## config.mk

```make
export PLATFORM = sky130hd
export DESIGN_NAME = mem_arbiter_flat
export DESIGN_NICKNAME = d
export VERILOG_FILES = /design/src/rtl/cpu_types_pkg.sv /design/src/rtl/mem_arbiter_if.sv /design/src/rtl/mem_arbiter_timeout.sv /design/src/rtl/mem_arbiter.sv /design/src/flat_wrapper.sv
export SDC_FILE = /design/constraint.sdc
export NUM_CORES = 1
export LEC_CHECK = 0
export ABC_AREA = 1
export CAP_MARGIN = 25
export CORE_AREA = 2 2 105 107
export DETAILED_ROUTE_END_ITERATION = 8
export DIE_AREA = 0 0 107 109
export PLACE_DENSITY = 0.68
export SYNTH_ARGS = -nofsm -noshare
export SYNTH_HDL_FRONTEND = slang
export SYNTH_SLANG_ARGS = --single-unit
```

## constraint.sdc

```tcl
create_clock -name CLK -period 2.75 [get_ports CLK]
set_input_delay 0.55 -clock CLK [delete_from_list [all_inputs] [get_ports CLK]]
set_output_delay 0.55 -clock CLK [all_outputs]
set_load 0.05 [all_outputs]
```

## src/rtl/cpu_types_pkg.sv

```systemverilog
// Shared types and defaults for the instruction/data memory arbiter.
package cpu_types_pkg;

  typedef enum logic [1:0] {FREE, BUSY, ACCESS, ERROR} ramstate_t;
  typedef enum logic [1:0] {IDLE, IGRANT, DGRANT, ABORT} arb_state_t;

  localparam int unsigned WORD_W          = 32;
  localparam int unsigned STREAK_W        = 4;
  localparam int unsigned TMO_W           = 8;
  localparam int unsigned MAX_DSTREAK_DEF = 4;
  localparam int unsigned TIMEOUT_DEF     = 63;

  function automatic logic is_grant(arb_state_t s);
    return (s == IGRANT) || (s == DGRANT);
  endfunction

endpackage

```

## src/rtl/mem_arbiter_if.sv

```systemverilog
// CPU-side request ports and RAM-side strobes of the memory arbiter.
interface mem_arbiter_if;
  import cpu_types_pkg::*;

  logic              iREN;
  logic [WORD_W-1:0] iaddr;
  logic              iwait;
  logic [WORD_W-1:0] iload;

  logic              dREN;
  logic              dWEN;
  logic [WORD_W-1:0] daddr;
  logic [WORD_W-1:0] dstore;
  logic              dwait;
  logic [WORD_W-1:0] dload;

  logic              ramREN;
  logic              ramWEN;
  logic [WORD_W-1:0] ramaddr;
  logic [WORD_W-1:0] ramstore;
  logic [WORD_W-1:0] ramload;
  ramstate_t         ramstate;

  logic              err;

  modport master (
    input  iREN, iaddr, dREN, dWEN, daddr, dstore, ramload, ramstate,
    output iwait, iload, dwait, dload, ramREN, ramWEN, ramaddr, ramstore, err
  );

  modport slave (
    output iREN, iaddr, dREN, dWEN, daddr, dstore, ramload, ramstate,
    input  iwait, iload, dwait, dload, ramREN, ramWEN, ramaddr, ramstore, err
  );

endinterface

```

## src/rtl/mem_arbiter_timeout.sv

```systemverilog
// Loadable saturating counter; tc flags that the next enabled count reaches LIMIT.
module arb_timeout #(
  parameter int unsigned W     = 8,
  parameter int unsigned LIMIT = 63
) (
  input  logic         clk,
  input  logic         rst,
  input  logic         clr,
  input  logic         en,
  input  logic         load,
  input  logic [W-1:0] load_val,
  output logic         tc
);

  logic [W-1:0] count;

  always_ff @(posedge clk) begin
    if (rst || clr) begin
      count <= '0;
    end else if (load) begin
      count <= load_val;
    end else if (en && (count != {W{1'b1}})) begin
      count <= count + W'(1);
    end
  end

  assign tc = (count == W'(LIMIT - 1));

endmodule

```

## src/rtl/mem_arbiter.sv

```systemverilog
// Arbitrates one RAM port between instruction fetch and data access with
// anti-starvation streak limit, grant timeout and sticky error flag.
module mem_arbiter
  import cpu_types_pkg::*;
#(
  parameter int unsigned MAX_DSTREAK = MAX_DSTREAK_DEF,
  parameter int unsigned TIMEOUT     = TIMEOUT_DEF
) (
  input logic           CLK,
  input logic           RST,
  mem_arbiter_if.master bus
);

  arb_state_t          state;
  arb_state_t          eff_state;
  logic [STREAK_W-1:0] streak;
  logic                err_q;
  logic                abort_dside;

  logic dreq;
  logic acc;
  logic req_live;
  logic pick_d;
  logic pick_i;
  logic tmo_tc;

  assign dreq     = bus.dREN | bus.dWEN;
  assign acc      = (bus.ramstate == ACCESS);
  assign req_live = (state == IGRANT) ? bus.iREN : dreq;
  assign pick_d   = dreq & (~bus.iREN | (streak < STREAK_W'(MAX_DSTREAK)));
  assign pick_i   = bus.iREN & ~pick_d;

  arb_timeout #(.W(TMO_W), .LIMIT(TIMEOUT)) u_tmo (
    .clk      (CLK),
    .rst      (RST),
    .clr      (~is_grant(state)),
    .en       (is_grant(state) & ~acc),
    .load     (1'b0),
    .load_val (TMO_W'(0)),
    .tc       (tmo_tc)
  );

  always_ff @(posedge CLK) begin
    if (RST) begin
      state       <= IDLE;
      streak      <= '0;
      err_q       <= 1'b0;
      abort_dside <= 1'b0;
    end else begin
      if ((state == DGRANT) && bus.dREN && bus.dWEN) begin
        err_q <= 1'b1;
      end

      case (state)
        IDLE: begin
          if (pick_d) begin
            state       <= DGRANT;
            abort_dside <= 1'b1;
          end else if (pick_i) begin
            state       <= IGRANT;
            abort_dside <= 1'b0;
          end
        end
        IGRANT, DGRANT: begin
          if (!req_live || acc) begin
            state <= IDLE;
          end else if ((bus.ramstate == ERROR) || tmo_tc) begin
            state <= ABORT;
            err_q <= 1'b1;
          end
        end
        default: state <= IDLE;
      endcase

      // Streak only grows while a fetch is actually being held off.
      if (!bus.iREN || ((state == IDLE) && pick_i)) begin
        streak <= '0;
      end else if ((state == IDLE) && pick_d) begin
        streak <= streak + STREAK_W'(1);
      end
    end
  end

  // Reset forces the idle view immediately so nothing in flight is reported.
  assign eff_state = RST ? IDLE : state;

  always_comb begin
    bus.ramREN   = 1'b0;
    bus.ramWEN   = 1'b0;
    bus.ramaddr  = '0;
    bus.ramstore = '0;
    bus.iload    = '0;
    bus.dload    = '0;
    bus.iwait    = bus.iREN;
    bus.dwait    = dreq;
    case (eff_state)
      IGRANT: begin
        bus.ramREN  = bus.iREN;
        bus.ramaddr = bus.iaddr;
        bus.iload   = bus.ramload;
        bus.iwait   = bus.iREN & ~acc;
      end
      DGRANT: begin
        bus.ramWEN   = bus.dWEN;
        bus.ramREN   = bus.dREN & ~bus.dWEN;
        bus.ramaddr  = bus.daddr;
        bus.ramstore = bus.dstore;
        bus.dload    = bus.ramload;
        bus.dwait    = dreq & ~acc;
      end
      ABORT: begin
        if (abort_dside) bus.dwait = 1'b0;
        else             bus.iwait = 1'b0;
      end
      default: ;
    endcase
  end

  assign bus.err = err_q;

endmodule
```

## src/flat_wrapper.sv

```systemverilog
// flat-port wrapper written by rule: the top's interface ports become plain ports
module mem_arbiter_flat import cpu_types_pkg::*;
#(
  parameter int unsigned MAX_DSTREAK = MAX_DSTREAK_DEF,
  parameter int unsigned TIMEOUT     = TIMEOUT_DEF
)
  (CLK, RST, bus_iREN, bus_iaddr, bus_dREN, bus_dWEN, bus_daddr, bus_dstore, bus_ramload, bus_ramstate, bus_iwait, bus_iload, bus_dwait, bus_dload, bus_ramREN, bus_ramWEN, bus_ramaddr, bus_ramstore, bus_err);
  mem_arbiter_if bus_i ();
  input logic CLK;
  input logic RST;
  input wire logic [$bits(bus_i.iREN)-1:0] bus_iREN;
  input wire logic [$bits(bus_i.iaddr)-1:0] bus_iaddr;
  input wire logic [$bits(bus_i.dREN)-1:0] bus_dREN;
  input wire logic [$bits(bus_i.dWEN)-1:0] bus_dWEN;
  input wire logic [$bits(bus_i.daddr)-1:0] bus_daddr;
  input wire logic [$bits(bus_i.dstore)-1:0] bus_dstore;
  input wire logic [$bits(bus_i.ramload)-1:0] bus_ramload;
  input wire logic [$bits(bus_i.ramstate)-1:0] bus_ramstate;
  output wire logic [$bits(bus_i.iwait)-1:0] bus_iwait;
  output wire logic [$bits(bus_i.iload)-1:0] bus_iload;
  output wire logic [$bits(bus_i.dwait)-1:0] bus_dwait;
  output wire logic [$bits(bus_i.dload)-1:0] bus_dload;
  output wire logic [$bits(bus_i.ramREN)-1:0] bus_ramREN;
  output wire logic [$bits(bus_i.ramWEN)-1:0] bus_ramWEN;
  output wire logic [$bits(bus_i.ramaddr)-1:0] bus_ramaddr;
  output wire logic [$bits(bus_i.ramstore)-1:0] bus_ramstore;
  output wire logic [$bits(bus_i.err)-1:0] bus_err;
  assign bus_i.iREN = bus_iREN;
  assign bus_i.iaddr = bus_iaddr;
  assign bus_i.dREN = bus_dREN;
  assign bus_i.dWEN = bus_dWEN;
  assign bus_i.daddr = bus_daddr;
  assign bus_i.dstore = bus_dstore;
  assign bus_i.ramload = bus_ramload;
  assign bus_i.ramstate = bus_ramstate;
  assign bus_iwait = bus_i.iwait;
  assign bus_iload = bus_i.iload;
  assign bus_dwait = bus_i.dwait;
  assign bus_dload = bus_i.dload;
  assign bus_ramREN = bus_i.ramREN;
  assign bus_ramWEN = bus_i.ramWEN;
  assign bus_ramaddr = bus_i.ramaddr;
  assign bus_ramstore = bus_i.ramstore;
  assign bus_err = bus_i.err;
  mem_arbiter #(.MAX_DSTREAK(MAX_DSTREAK), .TIMEOUT(TIMEOUT)) u_core (.CLK(CLK), .RST(RST), .bus(bus_i));
endmodule
```

==> out/metrics.yaml, run 1 <==
floorplanning:
  start_util_pct: 21.54
  boundaryPins: 268
  die_h_um: 109
  dieArea_mm2: 0.01166
  rows: 38
  core-area_mm2: 0.01060
  die_width_um: 107
worst_setup_path:
  start_kind: "input pin"
  end_kind: "output port"
  crit_required_ns: 2.20
  criticalPathCategory: "input pin to output port"
  cp_data_arrival_time_ns: 2.05
  critPathMaxFanout: 48
synth:
  synth_nets: 616
  synth_cell_types: 26
  syn_area_per_cell_um2: 4.848
  synth_warnings: 0
  ys.flop_type: "dfxtp_1"
  synth_cells: 471
  ys_seq_area_share_pct: 14.03
  synth_seq_cells: 16
  synthesis.area_mm2: 0.002283
  async_reset_ff_share_pct: 0
  synth_edf_count: 0
detailed_routing:
  initialDrtViolationCount: 159
  drc: 0
  vias_per_cell: 4.261
  ant_nets: 0
  wl_per_cell_um: 15.25
  dr.pass1.iters: 5
  routed_wl_um: 13330
  vias: 3724
sta:
  slew_headroom_pct: 66.70
  final.min_clock_period_ns: 2.596
  finClkSkew_ns: 0.001585
  slew_viol_final: 0
  holdWs_ns: 0.4868
  rsz0062_at_grt: "no"
  max_freq_ghz: 0.3853
  setup_viol: 0
  post-route-period-util_pct: 94.39
  tightestPinTransition_ns: 0.4979
  hold_violations: 0
  tns_ns: 0
cts:
  post_cts_buffers: 0
  h-tree-depth: 1
  hold_buffers: 0
  cts.path.max_buffers: 2
  cts_tree: "yes"
  root_buffer: "clkbuf_8"
  clk_pin_slew_ns: 0.06
  clock_sinks: 16
  ctsResizeCount: 10
  numCtsBuffers: 3
  worstSkewPairLatency_ns: 0.25
pwr:
  total_power_uw: 3570
  power_switching_uw: 1880
  p_int_uw: 1690
  p_seq_share_pct: 8.3
  ir_drop_mv: 0.6698
  swShare_pct: 52.65
  power_frac_comb_pct: 86.8
  powerDensity_mw_per_mm2: 541.7
  leakagePower_uw: 0.003284
  clockPowerShare_pct: 4.9
global_routing:
  grt_overflow: 0
  grt_pass1_wl_um: 19730
  grt_max_degree: 49
  grt_pass1_vias: 3612
  grt_antenna_before_repair: 6
  grtUsageTotal_pct: 21.65
finish:
  fillers: 869
  drive_gt1_share_pct: 22.95
  syn2layout_area_growth_pct: 188.7
  post-route-util_pct: 62.17
  finish.net_count: 879
placement:
  dpl.hpwl_um: 11600
  port_buffers: 267
  gp_congestion: 0.8449
run_status:
  status: "finished, final reports clean"
worst_hold_path:
  hold_class: "flip-flop to flip-flop"
job:
  maxCapViolations: 0
## per-stage QoR
step | instances | cell area (um^2) | worst slack, ns
final | 874 | 6591 | 0.1544
after CTS | 872 | 6586 | 0.1444
after detailed placement | 869 | 6514 | -0.1141
after global placement | 869 | 6514 | -0.07853
after global routing | 872 | 6586 | 0.05644
after floorplan | 471 | 2283 | 0.0004570
## routing by layer
metal  routed length, um  track usage (%)  vias to the layer above
met5                  48                0                        -
met4                 395            6.122                        8
met3                1256            8.846                       32
met2                6946            40.31                      142
met1                4680            22.36                     1657
li1                    -                -                     1885
## cell families after synthesis
kind of cell / count (synthesis) / share of synthesized area, %
and+or+nand+nor: 242 / 42.85
buffers and inverters: 144 / 24.05
AOI/OAI and AO/OA: 56 / 12.44
DFF: 16 / 14.03
adders and majority gates: 10 / 5.479
xor gates and xnor gates: 3 / 1.151
## registers in the layout (all words and copies together), names as in the netlist
name / count
u_core.u_tmo.count: 8
u_core.streak: 4
u_core.state: 2
u_core.abort_dside: 1
u_core.bus.err: 1
## placed cells by master (no fill, tap or decap)
master and instances:
a21oi_1 42, a21oi_2 6, a31o_2 1, buf_12 135, buf_4 10, clkbuf_8 3
clkdlybuf4s50_1 134, dfxtp_1 16, diode_2 2, dlygate4sd2_1 1, ha_1 8, ha_2 1
ha_4 1, inv_1 121, inv_4 1, nand2_1 199, nand2_2 1, nand2_4 1
nand3_1 9, nand3_2 3, nand3b_1 2, nand4_1 1, nor2_1 18, nor2_2 3
nor2_4 2, nor3_1 1, nor3b_1 1, o21ai_0 4, o21ai_1 3, or2_0 1
xnor2_1 2, xor2_1 1
## worst max-delay path: stages
cell and delay [ns]:
dlygate4sd2_1 0.29, nor2_2 0.18, ha_2 0.25, buf_12 0.23, nand2_1 0.08, a21oi_1 0.27
buf_12 0.18
## power by group through the flow
stage	sequential [uW]	clock, uW	combinational [uW]
6_report	296	176	3100
5_1_grt	301	190	3270
4_1_cts	295	177	3110
3_5_place_dp	299	0	3080
3_3_place_gp	297	0	3030
2_1_floorplan	304	0	1520
## synthesized netlist by cell type, drive strengths merged, types with 2 or more instances
master,count,area [um^2]
inv,122,460.5
nand3b,2,15.01
a21oi,48,240.2
dfxtp,16,320.3
nor2,23,98.84
nand2,201,764.5
nand3,12,75.07
xnor2,2,17.52
buf,8,36.28
clkbuf,14,52.55
o21ai,7,35.03
ha,10,125.1
## area by class of cell
class | instances | area [um^2] | area share, %
inverter | 122 | 460.4 | 6.986
sequential | 16 | 320.3 | 4.860
multi-input combinational | 311 | 1461 | 22.17
antenna | 2 | 5.005 | 0.07593
tap | 140 | 175.2 | 2.658
clock buffer | 3 | 41.29 | 0.6264
timing repair buffer | 280 | 4128 | 62.62
## final timing paths
kind	start	endpoint	slack, ns	cells after the start
worst max-delay path	RST	bus_ramaddr[11]	0.15	7
worst min-delay path	u_core.abort_dside$_SDFFE_PP0P_	u_core.abort_dside$_SDFFE_PP0P_	0.49	2
worst max register to register	u_core.state[0]$_SDFFE_PP0P_	u_core.state[1]$_SDFFE_PP0P_	1.10	8
worst min register to register	u_core.abort_dside$_SDFFE_PP0P_	u_core.abort_dside$_SDFFE_PP0P_	0.49	2
Power figures use the tool's default switching activity.
==> inputs of run 2 (changes only) <==
--- a/config.mk
+++ b/config.mk
@@ -6,7 +6,7 @@
 export NUM_CORES = 1
 export LEC_CHECK = 0
 export ABC_AREA = 1
-export CAP_MARGIN = 25
+export CAP_MARGIN = 20
 export CORE_AREA = 2 2 105 107
 export DETAILED_ROUTE_END_ITERATION = 8
 export DIE_AREA = 0 0 107 109
==> results of run 2 <==
Same layout as run 1: the final DEF is identical, and so are final timing and power.
